File: src/rtl/key_click_decoder.sv
// key_click_decoder: classifies debounced key presses into single/double/triple click pulses.
// Define KEY_CLICK_STATUS_EN to add the last_clicks and gesture_cnt status ports.
module key_click_decoder #(
    parameter int WINDOW_CYCLES = 25_000_000,
    parameter int TIMER_W       = 25
) (
    input  logic       clk,
    input  logic       rst_n,
    input  logic       key_pulse,
    input  logic       enable,
    output logic       single_click,
    output logic       double_click,
    output logic       triple_click,
    output logic       busy
`ifdef KEY_CLICK_STATUS_EN
    ,
    output logic [1:0] last_clicks,
    output logic [7:0] gesture_cnt
`endif
);
    typedef enum logic [1:0] {IDLE, COUNT, EMIT} state_t;

    state_t               state, state_d;
    logic [1:0]           clicks, clicks_d;
    logic [TIMER_W-1:0]   timer, timer_d;
    logic                 timeout;
    logic                 emit_d, single_d, double_d, triple_d, busy_d;

    assign timeout = timer == TIMER_W'(WINDOW_CYCLES - 1);

    always_ff @(posedge clk or negedge rst_n) begin
        if (!rst_n) begin
            state        <= IDLE;
            clicks       <= '0;
            timer        <= '0;
            single_click <= 1'b0;
            double_click <= 1'b0;
            triple_click <= 1'b0;
            busy         <= 1'b0;
        end else begin
            state        <= state_d;
            clicks       <= clicks_d;
            timer        <= timer_d;
            single_click <= single_d;
            double_click <= double_d;
            triple_click <= triple_d;
            busy         <= busy_d;
        end
    end

    // Abort beats a pulse, and a pulse beats the window timeout.
    always_comb begin
        state_d  = state;
        clicks_d = clicks;
        timer_d  = '0;
        case (state)
            IDLE: begin
                if (key_pulse && enable) begin
                    state_d  = COUNT;
                    clicks_d = 2'd1;
                end
            end
            COUNT: begin
                if (!enable) begin
                    state_d  = IDLE;
                    clicks_d = '0;
                end else if (key_pulse) begin
                    clicks_d = clicks + 2'd1;
                    state_d  = clicks == 2'd2 ? EMIT : COUNT;
                end else if (timeout) begin
                    state_d = EMIT;
                end else begin
                    timer_d = timer + TIMER_W'(1);
                end
            end
            default: begin
                state_d  = IDLE;
                clicks_d = '0;
            end
        endcase
    end

    always_comb begin
        emit_d   = state_d == EMIT;
        single_d = emit_d && clicks_d == 2'd1;
        double_d = emit_d && clicks_d == 2'd2;
        triple_d = emit_d && clicks_d == 2'd3;
        busy_d   = state_d != IDLE;
    end

`ifdef KEY_CLICK_STATUS_EN
    always_ff @(posedge clk or negedge rst_n) begin
        if (!rst_n) begin
            last_clicks <= '0;
            gesture_cnt <= '0;
        end else if (emit_d) begin
            last_clicks <= clicks_d;
            gesture_cnt <= gesture_cnt + 8'd1;
        end
    end
`endif
endmodule

File: config.mk
export PLATFORM = sky130hd
export DESIGN_NAME = key_click_decoder
export DESIGN_NICKNAME = d
export VERILOG_FILES = /design/src/rtl/key_click_decoder.sv
export SDC_FILE = /design/constraint.sdc
export NUM_CORES = 1
export LEC_CHECK = 0
export ABC_AREA = 1
export BUFFER_PORTS_ARGS = -buffer_cell sky130_fd_sc_hd__buf_2
export CORE_ASPECT_RATIO = 0.6
export CORE_MARGIN = 5
export CORE_UTILIZATION = 55
export CTS_CLUSTER_DIAMETER = 80
export DETAILED_ROUTE_END_ITERATION = 10
export GPL_ROUTABILITY_DRIVEN = 0
export PLACE_DENSITY = 0.79
export SLEW_MARGIN = 20
export SYNTH_ARGS = -nofsm -noshare
export SYNTH_HDL_FRONTEND = slang
export SYNTH_SLANG_ARGS = --single-unit
File: constraint.sdc
create_clock -name clk -period 1.8 [get_ports clk]
set_input_delay 0.09 -clock clk [delete_from_list [all_inputs] [get_ports clk]]
set_output_delay 0.09 -clock clk [all_outputs]
set_load 0.02 [all_outputs]
==> results.toml <==
[placement]
portBuffers = 7
placed_cell_area_sq_um = 1990
dp_hpwl_mm = 3.03

[sta]
rsz0062_at_grt = "no"
relSlewSlack_pct = 51.2
fin_setup_tns_ns = 0
worst_pin_slew_ns = 0.731
fmax_mhz = 612
final_max_slew_viol_count = 0
min_period_ns = 1.63
setup_violations = 0
hold_viol = 0
finClkSkew_ns = 0.00244
timing.final.crit_share_pct = 90.7
worst_hold_slack_ns = 0.220

[grt]
grt_pass1_vias = 1444
track_usage_pct = 18.2
antenna_found_initial = 0
grt_max_degree = 34
grt_overflow = 0
grt_first_pass_wirelength_mm = 6.77

[cts]
cts.clk_slew.worst_paths_ns = 0.06
clock_sinks = 33
cts_tree = "built"
cts.repair.resized = 0
cts-root-buf = "clkbuf_8"
clk_latency_ns = 0.28
htreeDepth = 2
cts_buffers = 5
clockBufferDepth = 2

[critical_path]
cp.arrival_ns = 1.81
slowest_stage = "dfrtp_1"
crit_path_start_kind = "flip-flop"
crit_required_ns = 1.97
worst_setup_path_end_kind = "flip-flop"
cpPeakStageDelay_ns = 0.44
crit_path_cell_trace = "ha_1 > nand2_2 > nor2_4 > nand2_4 > nor2_8 > inv_2 > nor2_1 > nand2_1 > nand2_1 > nor2_1"
critPathMaxFanout = 9
worstSetupPathType = "reg2reg"

[route]
top_layer_used = "met4"
routed_wirelength_mm = 3.99
drtIter0Drc = 134
firstDrtPassIters = 4
m1WireLength_mm = 2.19
met3WireLength_microns = 184
vias = 1522
ant_nets = 0
drc_errors = 0
wire_per_inst_microns = 13.0
wl_met2_mm = 1.57
viasPerCell = 4.96

[floorplan]
core_area_sq_um = 3300
rows = 16
initial_core_util_pct = 57.7
die_h_microns = 55.6
die_area_sq_um = 4780
io_pins = 8
die_w_microns = 86.0

[flow_run]
cap_violations = 0

[power_and_ir_drop]
p_leak_nw = 0.920
powerDensity_nw_per_um2 = 700
peakVddDrop_v = 0.000364

[logic_synthesis]
yosysWarnings = 0
syn_avg_cell_area_sq_um = 7.72
synth_area_sq_um = 1910
synth-seq-area-share_pct = 43.3
syn_inst = 247
yosys.cell_types.count = 26
synth_seq_cells = 33
syn-num-nets = 253

[cells_and_area]
nets = 268
area_growth_pct = 9.19
design_area_sq_um = 2080
mostFrequentLayoutCells = "nand2_1 (60), nor2_1 (47), dfrtp_1 (33)"
final_common_cell = "nand2_1"
layout-drive-gt1-share_pct = 17.6
diodes = 0

[status]
status = "completed"

[worst_hold_path]
hold_path.class = "in2reg"
[repair_timing]
action / 4_1_cts / 5_1_grt
buffers inserted: 0 / 0
hold buffers: 1 / 0
endpoints found under the hold margin: 33 / 0
[cells in the mapped netlist]
library cell	n	share of area (%)
nand2_1	60	12
nor2_1	47	9.3
dfrtp_1	33	43
inv_1	28	5.5
nor2_2	14	4.6
nand3_1	9	2.4
a21oi_1	8	2.1
nor3_1	7	1.8
nand2_2	5	1.6
xor2_1	5	2.3
nand4_1	4	1.3
o21ai_0	4	1.0
xnor2_1	4	1.8
nor2_4	3	1.8
ha_1	2	1.3
inv_2	2	0.39
nand3_2	2	1.0
nor3b_1	2	0.79
a21oi_2	1	0.46
buf_12	1	1.0
nand2_4	1	0.59
nand3_4	1	0.92
nand3b_2	1	0.59
nor2_8	1	1.0
nor3_4	1	0.85
o21ai_1	1	0.26
[power breakdown]
part / internal (mW) / leakage (nW) / switching (mW)
Combinational: 0.0392 / 0.420 / 0.0847
Clock: 0.303 / 0.0443 / 0.259
Sequential: 0.759 / 0.456 / 0.0125
Total: 1.10 / 0.920 / 0.356
[critical path, delay by kind of cell (launching register included)]
family / cells / cell delay, ns
adders and majority gates: 1 / 0.22
and+or+nand+nor: 8 / 0.82
buffers and inverters: 1 / 0.05
DFF: 1 / 0.44
[layout make-up]
| class | count | area (sq um) |
|---|---|---|
| clock buffers | 7 | 86.3 |
| inverters | 30 | 113 |
| repair buffers | 9 | 52.6 |
| fillers | 295 | 1220 |
| flip-flops and latches | 33 | 826 |
| multi-input cells | 183 | 948 |
| well taps | 45 | 56.3 |
[layer usage]
metal / up-vias / global-route usage, %
li1: 793 / -
met1: 693 / 27.6
met2: 31 / 24.8
met3: 5 / 5.18
met4: 0 / 5.42
met5: - / 0
[through the flow]
step / power, mW / setup WS [ns] / std cells / utilization, %
floorplan: 0.870 / 0.303 / 247 / -
global placement: 0.903 / 0.219 / 299 / 60.1
detailed placement: 0.908 / 0.181 / 299 / 60.1
CTS: 1.47 / 0.164 / 307 / 63.0
global route: 1.52 / 0.00876 / 307 / 63.0
finish: 1.46 / 0.167 / 307 / 63.0
[flip-flops by register name, indices dropped and copies added, names as in the netlist]
register / cells
timer: 25
clicks: 2
state: 2
busy: 1
double_click: 1
single_click: 1
triple_click: 1
[worst paths after layout]
| kind | from | end | slack [ns] | cells past startpoint |
|---|---|---|---|---|
| setup / recovery | timer[0] | timer[14] | 0.17 | 10 |
| hold / removal | enable | busy | 0.22 | 5 |
| setup reg to reg | timer[0] | timer[14] | 0.17 | 10 |
| hold reg to reg | timer[0] | timer[0] | 0.54 | 1 |
| max in group asynchronous | rst_n | timer[21] | 0.93 | 2 |
| min in group asynchronous | rst_n | timer[4] | 0.40 | 2 |
[cell families (layout without fill, tap and decap cells)]
kind of cell / after synthesis / after routing / synth area share [%]
DFF: 33 / 33 / 43.3
buffers and inverters: 31 / 46 / 6.96
xor gates and xnor gates: 9 / 9 / 4.13
adders and majority gates: 2 / 2 / 1.31
and+or+nand+nor: 158 / 158 / 40.4
AOI/OAI and AO/OA: 14 / 14 / 3.87
Power figures use the tool's default switching activity.
